<file path="src/rtl/step_capture_pkg.sv">
// step_capture_pkg: shared motion types and constants for the step capture path.
package step_capture_pkg;
   localparam int W = 32;
   localparam logic [W-1:0] DT_SAT = 32'hFFFF_FFFF;
   typedef enum logic [1:0] {S_IDLE = 2'd0, S_RUN = 2'd1, S_STALL = 2'd2} state_t;
   function automatic logic [W-1:0] sat_inc(input logic [W-1:0] v);
      return (v == DT_SAT) ? DT_SAT : v + 1'b1;
   endfunction
endpackage

</file>
<file path="src/rtl/step_capture_if.sv">
// step_capture_if: pin, register-load and feedback signals of step_capture.
interface step_capture_if;
   import step_capture_pkg::*;
   logic         step_in;
   logic         dir_in;
   logic         load;
   logic         set_pos;
   logic         set_timeout;
   logic [W-1:0] pos_val;
   logic [W-1:0] timeout_val;
   logic [W-1:0] position;
   logic [W-1:0] dt;
   logic [W-1:0] last_dt;
   logic         step_stb;
   logic         step_dir;
   logic         timeout_stb;
   logic         stalled;
   modport master (
      output step_in, dir_in, load, set_pos, set_timeout, pos_val, timeout_val,
      input  position, dt, last_dt, step_stb, step_dir, timeout_stb, stalled
   );
   modport slave (
      input  step_in, dir_in, load, set_pos, set_timeout, pos_val, timeout_val,
      output position, dt, last_dt, step_stb, step_dir, timeout_stb, stalled
   );
endinterface

</file>
<file path="src/rtl/step_capture_pin_sync_filter.sv">
// pin_sync_filter: SYNC_STAGES synchronizer with an optional stability filter
// (STEP_CAPTURE_FILTER_EN); USE_FILTER=0 bypasses the filter for this pin.
module pin_sync_filter #(
   parameter int SYNC_STAGES = 2,
   parameter int FILTER_LEN  = 4,
   parameter bit USE_FILTER  = 1'b1
) (
   input  logic clk,
   input  logic reset,
   input  logic i_pin,
   output logic o_pin
);
   logic [SYNC_STAGES-1:0] r_sync;
   logic                   w_sync;
`ifdef STEP_CAPTURE_FILTER_EN
   localparam bit FILT = USE_FILTER;
`else
   localparam bit FILT = 1'b0 & USE_FILTER;
`endif
   always_ff @(posedge clk) r_sync <= reset ? '0 : {r_sync[SYNC_STAGES-2:0], i_pin};
   assign w_sync = r_sync[SYNC_STAGES-1];
   if (FILT) begin : g_filt
      localparam int CW = $clog2(FILTER_LEN + 1);
      logic [CW-1:0] r_cnt;
      logic          r_out;
      // output only flips after FILTER_LEN consecutive samples disagree with it
      always_ff @(posedge clk) begin
         if (reset) begin
            r_cnt <= '0;
            r_out <= 1'b0;
         end else if (w_sync == r_out) begin
            r_cnt <= '0;
         end else if (r_cnt == CW'(FILTER_LEN - 1)) begin
            r_cnt <= '0;
            r_out <= w_sync;
         end else begin
            r_cnt <= r_cnt + 1'b1;
         end
      end
      assign o_pin = r_out;
   end else begin : g_raw
      assign o_pin = w_sync;
   end
endmodule

</file>
<file path="src/rtl/step_capture.sv">
// step_capture: synchronizes step/dir pins, counts position, measures step
// intervals and flags stalls. Optional input filter: STEP_CAPTURE_FILTER_EN.
module step_capture
   import step_capture_pkg::*;
#(
   parameter int SYNC_STAGES = 2,
   parameter int FILTER_LEN  = 4,
   parameter bit INVERT_DIR  = 1'b0
) (
   input logic          clk,
   input logic          reset,
   step_capture_if.slave bus
);
`ifdef STEP_CAPTURE_FILTER_EN
   localparam int SETTLE = SYNC_STAGES + FILTER_LEN + 1;
`else
   localparam int SETTLE = SYNC_STAGES + 1;
`endif
   logic         w_step, w_dir, w_eff_dir, w_edge, w_ready;
   logic         r_prev;
   logic [7:0]   r_settle;
   state_t       r_state, w_state_nx;
   logic         w_stb_nx, w_to_nx;
   logic [W-1:0] w_dt_inc, w_dt_nx, w_last_nx;
   logic [W-1:0] r_position, r_dt, r_last_dt, r_limit;
   logic         r_stb, r_dir, r_to;

   pin_sync_filter #(.SYNC_STAGES(SYNC_STAGES), .FILTER_LEN(FILTER_LEN), .USE_FILTER(1'b1))
      u_step (.clk(clk), .reset(reset), .i_pin(bus.step_in), .o_pin(w_step));
   pin_sync_filter #(.SYNC_STAGES(SYNC_STAGES), .FILTER_LEN(FILTER_LEN), .USE_FILTER(1'b0))
      u_dir (.clk(clk), .reset(reset), .i_pin(bus.dir_in), .o_pin(w_dir));

   // edges are ignored until the pin pipeline has refilled, so a pin already
   // high at reset release is not mistaken for a step
   assign w_ready   = r_settle == 8'(SETTLE);
   assign w_edge    = w_step & ~r_prev & w_ready;
   assign w_eff_dir = w_dir ^ INVERT_DIR;
   assign w_dt_inc  = sat_inc(r_dt);

   always_ff @(posedge clk) begin
      r_prev   <= reset ? 1'b0 : w_step;
      r_settle <= reset ? 8'd0 : (w_ready ? r_settle : r_settle + 8'd1);
   end

   always_ff @(posedge clk) r_state <= reset ? S_IDLE : w_state_nx;

   always_comb begin
      w_state_nx = r_state;
      w_stb_nx   = 1'b0;
      w_to_nx    = 1'b0;
      w_dt_nx    = w_dt_inc;
      w_last_nx  = r_last_dt;
      if (w_edge) begin
         w_state_nx = S_RUN;
         w_stb_nx   = 1'b1;
         w_dt_nx    = '0;
         w_last_nx  = (r_state == S_RUN) ? w_dt_inc : r_last_dt;
      end else if (r_state == S_RUN && r_limit != '0 && w_dt_inc >= r_limit) begin
         w_state_nx = S_STALL;
         w_to_nx    = 1'b1;
      end else if (r_state == S_STALL && bus.load && bus.set_timeout) begin
         w_state_nx = S_IDLE;
      end
   end

   always_ff @(posedge clk) begin
      if (reset) begin
         r_position <= '0;
         r_dt       <= '0;
         r_last_dt  <= '0;
         r_limit    <= '0;
         r_stb      <= 1'b0;
         r_dir      <= 1'b0;
         r_to       <= 1'b0;
      end else begin
         r_stb     <= w_stb_nx;
         r_to      <= w_to_nx;
         r_dt      <= w_dt_nx;
         r_last_dt <= w_last_nx;
         if (w_edge) r_dir <= w_eff_dir;
         if (bus.load && bus.set_pos) r_position <= bus.pos_val;
         else if (w_edge) r_position <= w_eff_dir ? r_position + 32'd1 : r_position - 32'd1;
         if (bus.load && bus.set_timeout) r_limit <= bus.timeout_val;
      end
   end

   assign bus.position    = r_position;
   assign bus.dt          = r_dt;
   assign bus.last_dt     = r_last_dt;
   assign bus.step_stb    = r_stb;
   assign bus.step_dir    = r_dir;
   assign bus.timeout_stb = r_to;
   assign bus.stalled     = r_state == S_STALL;
endmodule

</file>
<file path="src/flat_wrapper.sv">
// flat-port wrapper written by rule: the top's interface ports become plain ports
module step_capture_flat import step_capture_pkg::*;
#(
   parameter int SYNC_STAGES = 2,
   parameter int FILTER_LEN  = 4,
   parameter bit INVERT_DIR  = 1'b0
)
  (clk, reset, bus_step_in, bus_dir_in, bus_load, bus_set_pos, bus_set_timeout, bus_pos_val, bus_timeout_val, bus_position, bus_dt, bus_last_dt, bus_step_stb, bus_step_dir, bus_timeout_stb, bus_stalled);
  step_capture_if bus_i ();
  input logic clk;
  input logic reset;
  input wire logic [$bits(bus_i.step_in)-1:0] bus_step_in;
  input wire logic [$bits(bus_i.dir_in)-1:0] bus_dir_in;
  input wire logic [$bits(bus_i.load)-1:0] bus_load;
  input wire logic [$bits(bus_i.set_pos)-1:0] bus_set_pos;
  input wire logic [$bits(bus_i.set_timeout)-1:0] bus_set_timeout;
  input wire logic [$bits(bus_i.pos_val)-1:0] bus_pos_val;
  input wire logic [$bits(bus_i.timeout_val)-1:0] bus_timeout_val;
  output wire logic [$bits(bus_i.position)-1:0] bus_position;
  output wire logic [$bits(bus_i.dt)-1:0] bus_dt;
  output wire logic [$bits(bus_i.last_dt)-1:0] bus_last_dt;
  output wire logic [$bits(bus_i.step_stb)-1:0] bus_step_stb;
  output wire logic [$bits(bus_i.step_dir)-1:0] bus_step_dir;
  output wire logic [$bits(bus_i.timeout_stb)-1:0] bus_timeout_stb;
  output wire logic [$bits(bus_i.stalled)-1:0] bus_stalled;
  assign bus_i.step_in = bus_step_in;
  assign bus_i.dir_in = bus_dir_in;
  assign bus_i.load = bus_load;
  assign bus_i.set_pos = bus_set_pos;
  assign bus_i.set_timeout = bus_set_timeout;
  assign bus_i.pos_val = bus_pos_val;
  assign bus_i.timeout_val = bus_timeout_val;
  assign bus_position = bus_i.position;
  assign bus_dt = bus_i.dt;
  assign bus_last_dt = bus_i.last_dt;
  assign bus_step_stb = bus_i.step_stb;
  assign bus_step_dir = bus_i.step_dir;
  assign bus_timeout_stb = bus_i.timeout_stb;
  assign bus_stalled = bus_i.stalled;
  step_capture #(.SYNC_STAGES(SYNC_STAGES), .FILTER_LEN(FILTER_LEN), .INVERT_DIR(INVERT_DIR)) u_core (.clk(clk), .reset(reset), .bus(bus_i));
endmodule
</file>
<file path="config.mk">
export PLATFORM = sky130hd
export DESIGN_NAME = step_capture_flat
export DESIGN_NICKNAME = d
export VERILOG_FILES = /design/src/rtl/step_capture_pkg.sv /design/src/rtl/step_capture_if.sv /design/src/rtl/step_capture_pin_sync_filter.sv /design/src/rtl/step_capture.sv /design/src/flat_wrapper.sv
export SDC_FILE = /design/constraint.sdc
export NUM_CORES = 1
export LEC_CHECK = 0
export CAP_MARGIN = 5
export CORE_ASPECT_RATIO = 1.2
export CORE_UTILIZATION = 45
export CTS_CLUSTER_DIAMETER = 50
export DETAILED_ROUTE_END_ITERATION = 7
export PLACE_DENSITY = 0.71
export SETUP_SLACK_MARGIN = 0.2
export SLEW_MARGIN = 20
export SYNTH_ARGS = -nofsm -noshare
export SYNTH_HDL_FRONTEND = slang
export SYNTH_HIERARCHICAL = 1
export SYNTH_SLANG_ARGS = --single-unit
</file>
<file path="constraint.sdc">
create_clock -name clk -period 6.4 [get_ports clk]
set_input_delay 0.96 -clock clk [delete_from_list [all_inputs] [get_ports clk]]
set_output_delay 0.96 -clock clk [all_outputs]
set_load 0.05 [all_outputs]
</file>
Word level (Yosys, flattened, before mapping)
Index checks and enable logic that the tools add are counted.
{"block": "totals", "regBits": 146, "out_inout_bits": 100, "word_cells": 46}
{"block": "classes", "addsub": 4, "n_lt_le_gt_ge": 1, "n_eq_ne": 4, "mux": 9, "bitwise_logic": 3, "n_reduce_logical": 12}
{"operator": "2-to-1 mux 32 bit", "count": 4}
{"operator": "adder 32 x 1 -> 32 bit, second input constant", "count": 2}
{"operator": "equality test 32 bit, second input constant", "count": 1}
{"operator": ">= comparator 32 bit", "count": 1}
{"operator": "nonzero test 32 bit", "count": 1}
{"operator": "subtractor 32 x 1 -> 32 bit, second input constant", "count": 1}
{"operator": "adder 8 x 1 -> 8 bit, second input constant", "count": 1}
{"operator": "equality test 8 x 2 -> 1 bit, second input constant", "count": 1}
{"operator": "logical AND 1 bit", "count": 6}
{"operator": "2-to-1 mux 2 bit", "count": 2}
{"operator": "nonzero test 2 bit", "count": 2}
{"operator": "2-to-1 mux 1 bit", "count": 3}
{"operator": "nonzero test 3 bit", "count": 1}
{"operator": "bitwise AND 1 bit", "count": 2}
{"operator": "equality test 2 x 1 -> 1 bit, second input constant", "count": 1}
{"operator": "equality test 2 bit, second input constant", "count": 1}
{"operator": "AND reduction 2 bit", "count": 1}
{"operator": "OR reduction 2 bit", "count": 1}
{"operator": "NOT 1 bit", "count": 1}

Depth between registers and ports, before layout
Gate-level depths: netlist of the first run.
{"block": "logic_depth", "ltp_word": 6, "depth_mapped": 18, "mapped_depth_nobuf": 17}

Modules after synthesis
The synthesis of the first run kept the hierarchy.
{"mod": "step_capture", "instances": 1, "cells_per_inst": 1067, "area_per_inst_um2": 8318.0}
{"mod": "pin_sync_filter", "instances": 2, "cells_per_inst": 4, "area_per_inst_um2": 52.6}

Worst setup path before layout of the first run
OpenSTA, ideal clock, no wires.
{"block": "synth_timing", "kind": "flip-flop to flip-flop", "startpoint": "register u_core.r_dt[6], in the netlist u_core/bus.dt[6]", "endpoint": "register u_core.r_state[1]", "setup_ns": 0.115, "arrival_ns": 3.862, "required_time_ns": 6.285, "setup_slack_ns": 2.423, "path_stages_with_launch": 16, "path_buffers": 1, "synth_period_minus_slack_ns": 3.977, "cell_sequence": "dfxtp_1 > and4_1 > and4_2 > nand3_2 > or3_1 > buf_2 > and2_1 > ha_1 > nand2b_1 > a21o_1 > a21oi_1 > o211ai_1 > a21o_1 > a2111oi_0 > o22ai_1 > o21a_1"}
{"block": "synth_between", "elab_chain_len": 5, "elab_cells_between_ends": 7}
{"item": "start: declaration", "line": "step_capture.sv:25", "rtl": "logic [W-1:0] r_position, r_dt, r_last_dt, r_limit;"}
{"item": "start signal: assignment", "line": "step_capture.sv:78", "rtl": "r_dt <= w_dt_nx;"}
{"item": "adder 32 x 1 -> 32 bit or equality test 32 bit (tied branches)", "line": "step_capture_pkg.sv:7", "rtl": "return (v == DT_SAT) ? DT_SAT : v + 1'b1;"}
{"item": "2-to-1 mux 32 bit (*)", "line": "step_capture_pkg.sv:7"}
{"item": ">= comparator 32 bit (*)", "line": "step_capture.sv:58", "rtl": "end else if (r_state == S_RUN && r_limit != '0 && w_dt_inc >= r_limit) begin"}
{"item": "logical AND 1 bit (*)", "line": "step_capture.sv:58"}
{"item": "2-to-1 mux 2 bit or nonzero test 2 bit (tied branches)"}
{"item": "end signal: assignment", "line": "step_capture.sv:45", "rtl": "always_ff @(posedge clk) r_state <= reset ? S_IDLE : w_state_nx;"}
{"item": "end: declaration", "line": "step_capture.sv:22", "rtl": "state_t r_state, w_state_nx;"}
Every way passes the cells marked *; elsewhere a longest branch is shown, timed or not.
A chain may end at the register's enable or synchronous reset.

Worst setup path in the final report of the first run
{"block": "layout_timing", "startpoint": "register u_core.r_dt[6], in the netlist u_core/bus.dt[6]", "endpoint": "register u_core.r_state[1]"}
{"block": "layout_between", "elab_chain_len": 5, "elab_cells_between_ends": 7}
{"item": "equality test 32 bit (*)", "line": "step_capture_pkg.sv:7"}
{"item": "2-to-1 mux 32 bit (*)", "line": "step_capture_pkg.sv:7"}
{"item": "named net u_core.w_dt_inc[5]", "line": "step_capture.sv:24", "rtl": "logic [W-1:0] w_dt_inc, w_dt_nx, w_last_nx;"}
{"item": ">= comparator 32 bit (*)", "line": "step_capture.sv:58"}
{"item": "logical AND 1 bit (*)", "line": "step_capture.sv:58"}
{"item": "2-to-1 mux 2 bit or nonzero test 2 bit (tied branches)"}
Mark *: on every way through the listed nets, which the timed path passes. The rest lies on a longest branch.

==> reports/metrics.yaml, run 1 <==
global_route:
  grt.total_usage_pct: 24.7
  grt_pass1_vias: 7492
  grt_pass1_wl_mm: 38.0
  antenna_found_initial: 0
  grt_overflow: 0
  grt_max_degree: 71
pwr:
  power_density_nw_per_um2: 247
  finalPower_w: 0.00270
  power.leakage_nw: 4.37
  ir_worst_vdd_mv: 0.178
finish:
  multiInputGateArea_sq_um: 5020
  area_growth_pct: 29.4
  nets: 1353
  design_area_sq_um: 10900
  fin_cells: 1454
  diodes: 0
  fillers: 1678
  drive_above_1_share_pct: 5.20
  seq_area_sq_um: 2920
setup_path:
  crit_required_ps: 6710
  arrival_ps: 4870
  worstSetupPathType: "reg -> reg"
  crit_path_start_kind: "register"
  cp-end-kind: "register"
  path_max_fanout: 15
  r2r_slack_ps: 1850
synth:
  netlist_instances: 1075
  synth_cell_types: 70
  synth_area_leader_cell: "dfxtp_1"
  syn_nets: 1211
  synth_top_area_share_pct: 34.7
  avgSynthCellArea_sq_um: 7.84
  syn_area_sq_um: 8420
  yosysSeqAreaShare_pct: 34.7
  ys_warn_count: 6
  synth-main-ff-cell: "dfxtp_1"
  synthTopCellsByArea: "dfxtp_1, ha_1, nand2_1, nor2_1, a21oi_1"
  synth-seq-cells: 146
  async_flop_share_pct: 0
  synth_edf_count: 0
placed_design:
  place.gp.congestion: 0.957
  port_buffers: 170
  dp_hpwl_mm: 17.6
  placed_area_sq_um: 10200
  dp_cells: 1422
routing:
  vias_per_cell: 5.47
  drtAntennaViolNets: 0
  drc: 0
  wl_mm: 23.5
  drt_first_iter_violations: 470
  vias: 7950
  avgRoutedWirePerCell_microns: 16.2
  dr.pass1.iters: 5
die:
  die_w_microns: 127
  initial_utilization_pct: 46.2
  die-area_sq_um: 19300
  num_rows: 54
  die_h_microns: 152
  io_pins: 171
  core_area_sq_um: 18200
timing:
  fin_skew_ps: 5.50
  finalHoldViolations: 0
  tns_ps: 0
  tightest_slew_ps: 1070
  min_period_ps: 4550
  maxClockFrequency_mhz: 220
  hold-worst-slack_ps: 436
  drv_slew: 0
  final.period_utilization_pct: 71.2
  rsz0062_at_grt: "no"
  setup_viol: 0
  slew_headroom_pct: 28.8
clock_network:
  post-cts-setup-buffers: 0
  cts-root-buf: "clkbuf_16"
  cts_made_buffers: 17
  postCtsHoldBufs: 0
  cts.sinks: 146
  clk_latency_ps: 420
  cts_tree: "yes"
  h-tree-depth: 4
  cts_buffer_depth: 2
  path_clk_slew_ps: 60
  post_cts_resized: 0
worst_hold_path:
  min_path_type: "reg -> reg"
run:
  maxCapViolations: 0
status:
  outcome: "complete, no violations"
## kinds of logic after synthesis
| family | count (synthesis) | synth area share (%) |
|---|---|---|
| compound gates | 261 | 20.4 |
| xor+xnor | 51 | 5.30 |
| fa+ha+maj | 65 | 9.74 |
| buf+inv | 115 | 5.93 |
| flops | 146 | 34.7 |
| mux | 6 | 0.728 |
| simple gates | 431 | 23.2 |
## where the power goes
group	total, W	switching (W)	internal [W]	leakage [nW]
Combinational	0.000545	0.000312	0.000232	2.85
Clock	0.00118	0.000398	0.000782	0.333
Sequential	0.000970	0.0000300	0.000940	1.19
## synth_stat cells, drive strengths merged (2+ instances only)
master         count
o21a              11
and4               5
inv               61
a2111oi            6
nand3             33
buf                8
xor2              17
nand2            156
nor4              10
o21ai             40
o211a              3
a21oi            101
and2              12
a211oi            27
clkdlybuf4s15      2
a21o              19
a41o               2
or3                5
nand4             15
a311oi            16
clkbuf            44
nor2             135
nor3              22
and3              12
nor2b             12
nand2b             4
o21bai             2
dfxtp            146
o22ai              4
o211ai            10
or4                2
or2                4
ha                64
a221oi             3
o31ai              3
mux2i              5
xnor2             34
a31oi              8
## stage by stage
step | util (%) | setup slack (ps)
global route | 59.7 | 1560
floorplan | - | 2420
CTS | 59.7 | 1800
global placement | 55.9 | 1890
finish | 59.7 | 1850
detailed placement | 55.9 | 1820
## layer usage
layer / share of wire [%] / global-route usage, % / routed length [microns] / vias to the layer above
met4: 2.5 / 9.41 / 581 / 0
met5: 0 / 0 / 0 / -
met1: 42 / 28.8 / 9820 / 3655
met2: 50 / 43.1 / 11800 / 216
li1: - / - / - / 4047
met3: 5.8 / 6.27 / 1350 / 32
## placed cells by master (no fill, tap or decap), types with 5 or more instances in the layout
master / count
and2_1: 11
nand4_1: 15
nor2b_1: 11
nand2_1: 155
o211ai_1: 9
a31oi_1: 8
o21ai_0: 35
a21oi_1: 100
a211oi_1: 27
a311oi_1: 16
bufinv_16: 7
or3_1: 5
o21a_1: 10
dfxtp_1: 146
xor2_1: 17
and3_1: 12
ha_1: 64
mux2i_1: 5
inv_1: 61
buf_4: 8
nor2_1: 135
xnor2_1: 34
a21o_1: 18
nand3_1: 31
nor4_1: 9
nor3_1: 21
clkbuf_16: 17
clkdlybuf4s50_1: 169
## final cells by class
class                      count  share of cell area, %
sequential                   146                   26.8
clock inverter                13                   2.35
tap                          224                   2.57
inverter                      61                   2.10
clock buffer                  19                   4.06
multi-input combinational    814                   46.0
timing repair buffer         177                   16.1
## critical path: stages (launching register included)
cell	delay (ps)
dfxtp_1	420
and4_1	280
and4_2	310
nand3_2	160
nor3_2	840
nor2_1	200
inv_1	100
ha_1	260
and3_1	180
a21oi_1	120
o211ai_1	110
a21o_1	190
a2111oi_0	730
o22ai_1	280
o21a_1	240
## worst paths after layout
| check | startpoint | end | cells after the start |
|---|---|---|---|
| max | u_core/bus.dt[6] | u_core/r_state[1] | 14 |
| min | u_core/u_step/r_sync[0] | u_core/u_step/r_sync[1] | 1 |
| max reg2reg | u_core/bus.dt[6] | u_core/r_state[1] | 14 |
| min reg2reg | u_core/u_step/r_sync[0] | u_core/u_step/r_sync[1] | 1 |
## registers in the layout, summed over array words and instances (netlist names), 2 cells and up
register / count
u_core/bus.dt: 32
u_core/r_settle: 8
u_core/bus.last_dt: 32
u_core/r_state: 2
u_core/r_limit: 32
u_core/u_dir/r_sync: 2
u_core/u_step/r_sync: 2
u_core/bus.position: 32
No activity file was read; power rests on OpenSTA's default activity.
==> run 2, diff against run 1 <==
clock period = 4.6 ns   (was 6.4 ns; I/O delays follow)
==> reports/metrics.yaml, run 2 (same netlist as run 1, synthesis figures left out) <==
clock_network:
  clk_latency_ps: 430  # about the same
  h-tree-depth: 4  # unchanged
  path_clk_slew_ps: 60  # about the same
  post_cts_resized: 0  # unchanged
  post-cts-setup-buffers: 0  # unchanged
  cts.sinks: 146  # unchanged
  cts_buffer_depth: 2  # unchanged
  cts_tree: "yes"
  postCtsHoldBufs: 0  # unchanged
  cts_made_buffers: 17  # unchanged
  cts-root-buf: "clkbuf_16"
global_route:
  grt.total_usage_pct: 24.7  # +0.038 points
  antenna_found_initial: 0  # unchanged
  grt_pass1_vias: 7552  # +0.80%
  grt_overflow: 0  # unchanged
  grt_pass1_wl_mm: 37.9  # -0.26%
  grt_max_degree: 101  # +42%
routing:
  drc: 0  # unchanged
  drt_first_iter_violations: 413  # -12%
  dr.pass1.iters: 5  # unchanged
  wl_mm: 23.6  # +0.21%
  vias: 8019  # +0.87%
  vias_per_cell: 5.50  # +0.59%
  drtAntennaViolNets: 0  # unchanged
  avgRoutedWirePerCell_microns: 16.2  # about the same
setup_path:
  cp-end-kind: "register"
  max_stage_delay_ps: 520  # -320 ps
  crit_chain: "and4_1, and4_2, nand3_2, or3_1, and2_1, ha_1, nand2b_1, a21o_1, a21oi_1, o211ai_1, a21o_1, a2111oi_0, buf_4, o22ai_1, o21a_1"
  crit_path_start_kind: "register"
  path_max_fanout: 7  # -8
  cpLargestDelayFamily: "simple AND/OR/NAND/NOR gates"
  slowest_stage: "a2111oi_0"
  crit_required_ps: 4910  # -1800 ps
  arrival_ps: 4320  # -550 ps
  crit_buf_inv: 1  # unchanged
  cpMostUsedCell: "a21o_1"
  worstSetupPathType: "reg -> reg"
  r2r_slack_ps: 590  # -1260 ps
timing:
  drv_slew: 0  # unchanged
  final.period_utilization_pct: 87.2  # +16 points
  setup_viol: 0  # unchanged
  tightest_slew_ps: 1080  # +19.1 ps
  slew_headroom_pct: 27.7  # -1.1 points
  finalHoldViolations: 0  # unchanged
  tns_ps: 0  # unchanged
  fin_skew_ps: 10.3  # +4.83 ps
  maxClockFrequency_mhz: 249  # +14%
  rsz0062_at_grt: "no"
  fin_ws_ps: 589  # -1260 ps
  min_period_ps: 4010  # -543 ps
finish:
  area_growth_pct: 28.9
  diodes: 0  # unchanged
  utilization_pct: 59.5  # -0.22 points
  final_common_cell: "clkdlybuf4s50_1"
  final_cell_mix: "clkdlybuf4s50_1, nand2_1, dfxtp_1"
  design_area_sq_um: 10900  # -0.37%
  drive_above_1_share_pct: 5.51  # +0.31 points
  fin_cells: 1458  # +0.28%
  nets: 1357  # +0.30%
placed_design:
  pre_cts_slack_ps: 743  # -1080 ps
  place.gp.congestion: 0.928  # -3.0%
  port_buffers: 170  # unchanged
  dp_cells: 1426  # +0.28%
  placed_area_sq_um: 10200  # +0.32%
  dp_hpwl_mm: 17.5  # -0.43%
die:
  initial_utilization_pct: 46.2  # unchanged
  die_h_microns: 152  # unchanged
  core_area_sq_um: 18200  # unchanged
  num_rows: 54  # unchanged
  io_pins: 171  # unchanged
  die_w_microns: 127  # unchanged
  die-area_sq_um: 19300  # unchanged
worst_hold_path:
  min_path_type: "reg -> reg"
pwr:
  p_int_w: 0.00256  # +31%
  power_density_nw_per_um2: 331  # +34%
  power.leakage_nw: 4.36  # -0.28%
  pwr-share-clk_pct: 41.2  # -2.6 points
  ir_worst_vdd_mv: 0.252  # +42%
  p_sw_w: 0.00103  # +39%
  seqPwrFrac_pct: 37.6  # +1.6 points
  swShare_pct: 28.7  # +1.3 points
  power_frac_comb_pct: 21.2  # +1.0 points
status:
  outcome: "complete, no violations"
run:
  maxCapViolations: 0  # unchanged
run 2: changes by cell type in the layout (fill, tap and decap cells not counted), sizes merged:
cell and delta:
buf +4, bufinv -3, clkbuf +1, inv +2
run 2: per-stage QoR:
| stage | total power (W) | hold WS, ps |
|---|---|---|
| floorplan | 0.00191 | 414 |
| global placement | 0.00212 | 440 |
| finish | 0.00359 | 456 |
| detailed placement | 0.00213 | 449 |
| CTS | 0.00362 | 457 |
| global route | 0.00375 | 475 |
run 2: metal layers:
metal / up-vias / global-route usage (%) / routed length (microns)
li1: 4055 / - / -
met5: - / 0 / 0
met4: 0 / 9.75 / 646
met2: 200 / 44.0 / 11800
met1: 3723 / 28.7 / 10100
met3: 41 / 5.25 / 1090
run 2: path summary, 6_finish.rpt:
check / startpoint / endpoint / cells after the start
worst max-delay path: u_core/bus.dt[6] / u_core/r_state[1] / 15
worst min register to register: u_core/bus.last_dt[31] / u_core/bus.last_dt[31] / 2
worst max register to register: u_core/bus.dt[6] / u_core/r_state[1] / 15
worst min-delay path: u_core/bus.last_dt[31] / u_core/bus.last_dt[31] / 2
run 2: power groups by stage:
stage | Combinational, W | Sequential (W) | Clock (W)
after floorplan | 0.000466 | 0.00144 | 0
after global placement | 0.000749 | 0.00138 | 0
after detailed placement | 0.000755 | 0.00138 | 0
after CTS | 0.000759 | 0.00135 | 0.00151
after global routing | 0.000836 | 0.00135 | 0.00156
final | 0.000761 | 0.00135 | 0.00148
run 2: area by class of cell:
type | instances | area [sq um]
sequential | 146 | 2920
fill | 1688 | 7380
inverter | 61 | 229
clock inverter | 12 | 180
tap | 224 | 280
clock buffer | 20 | 447
multi-input combinational | 814 | 5020
timing repair buffer | 181 | 1780
run 2: worst reg2reg max path: cells and delay by family, from the launching register on:
family	cells	cell delay (ps)
buf+inv	1	210
compound gates	7	1440
simple gates	6	1550
flops	1	410
fa+ha+maj	1	280
==> run 3, diff against run 2 <==
CTS_CLUSTER_SIZE = 40   (was not set)
==> results of run 3 <==
Final layout, timing and power as in run 2 (identical DEF).
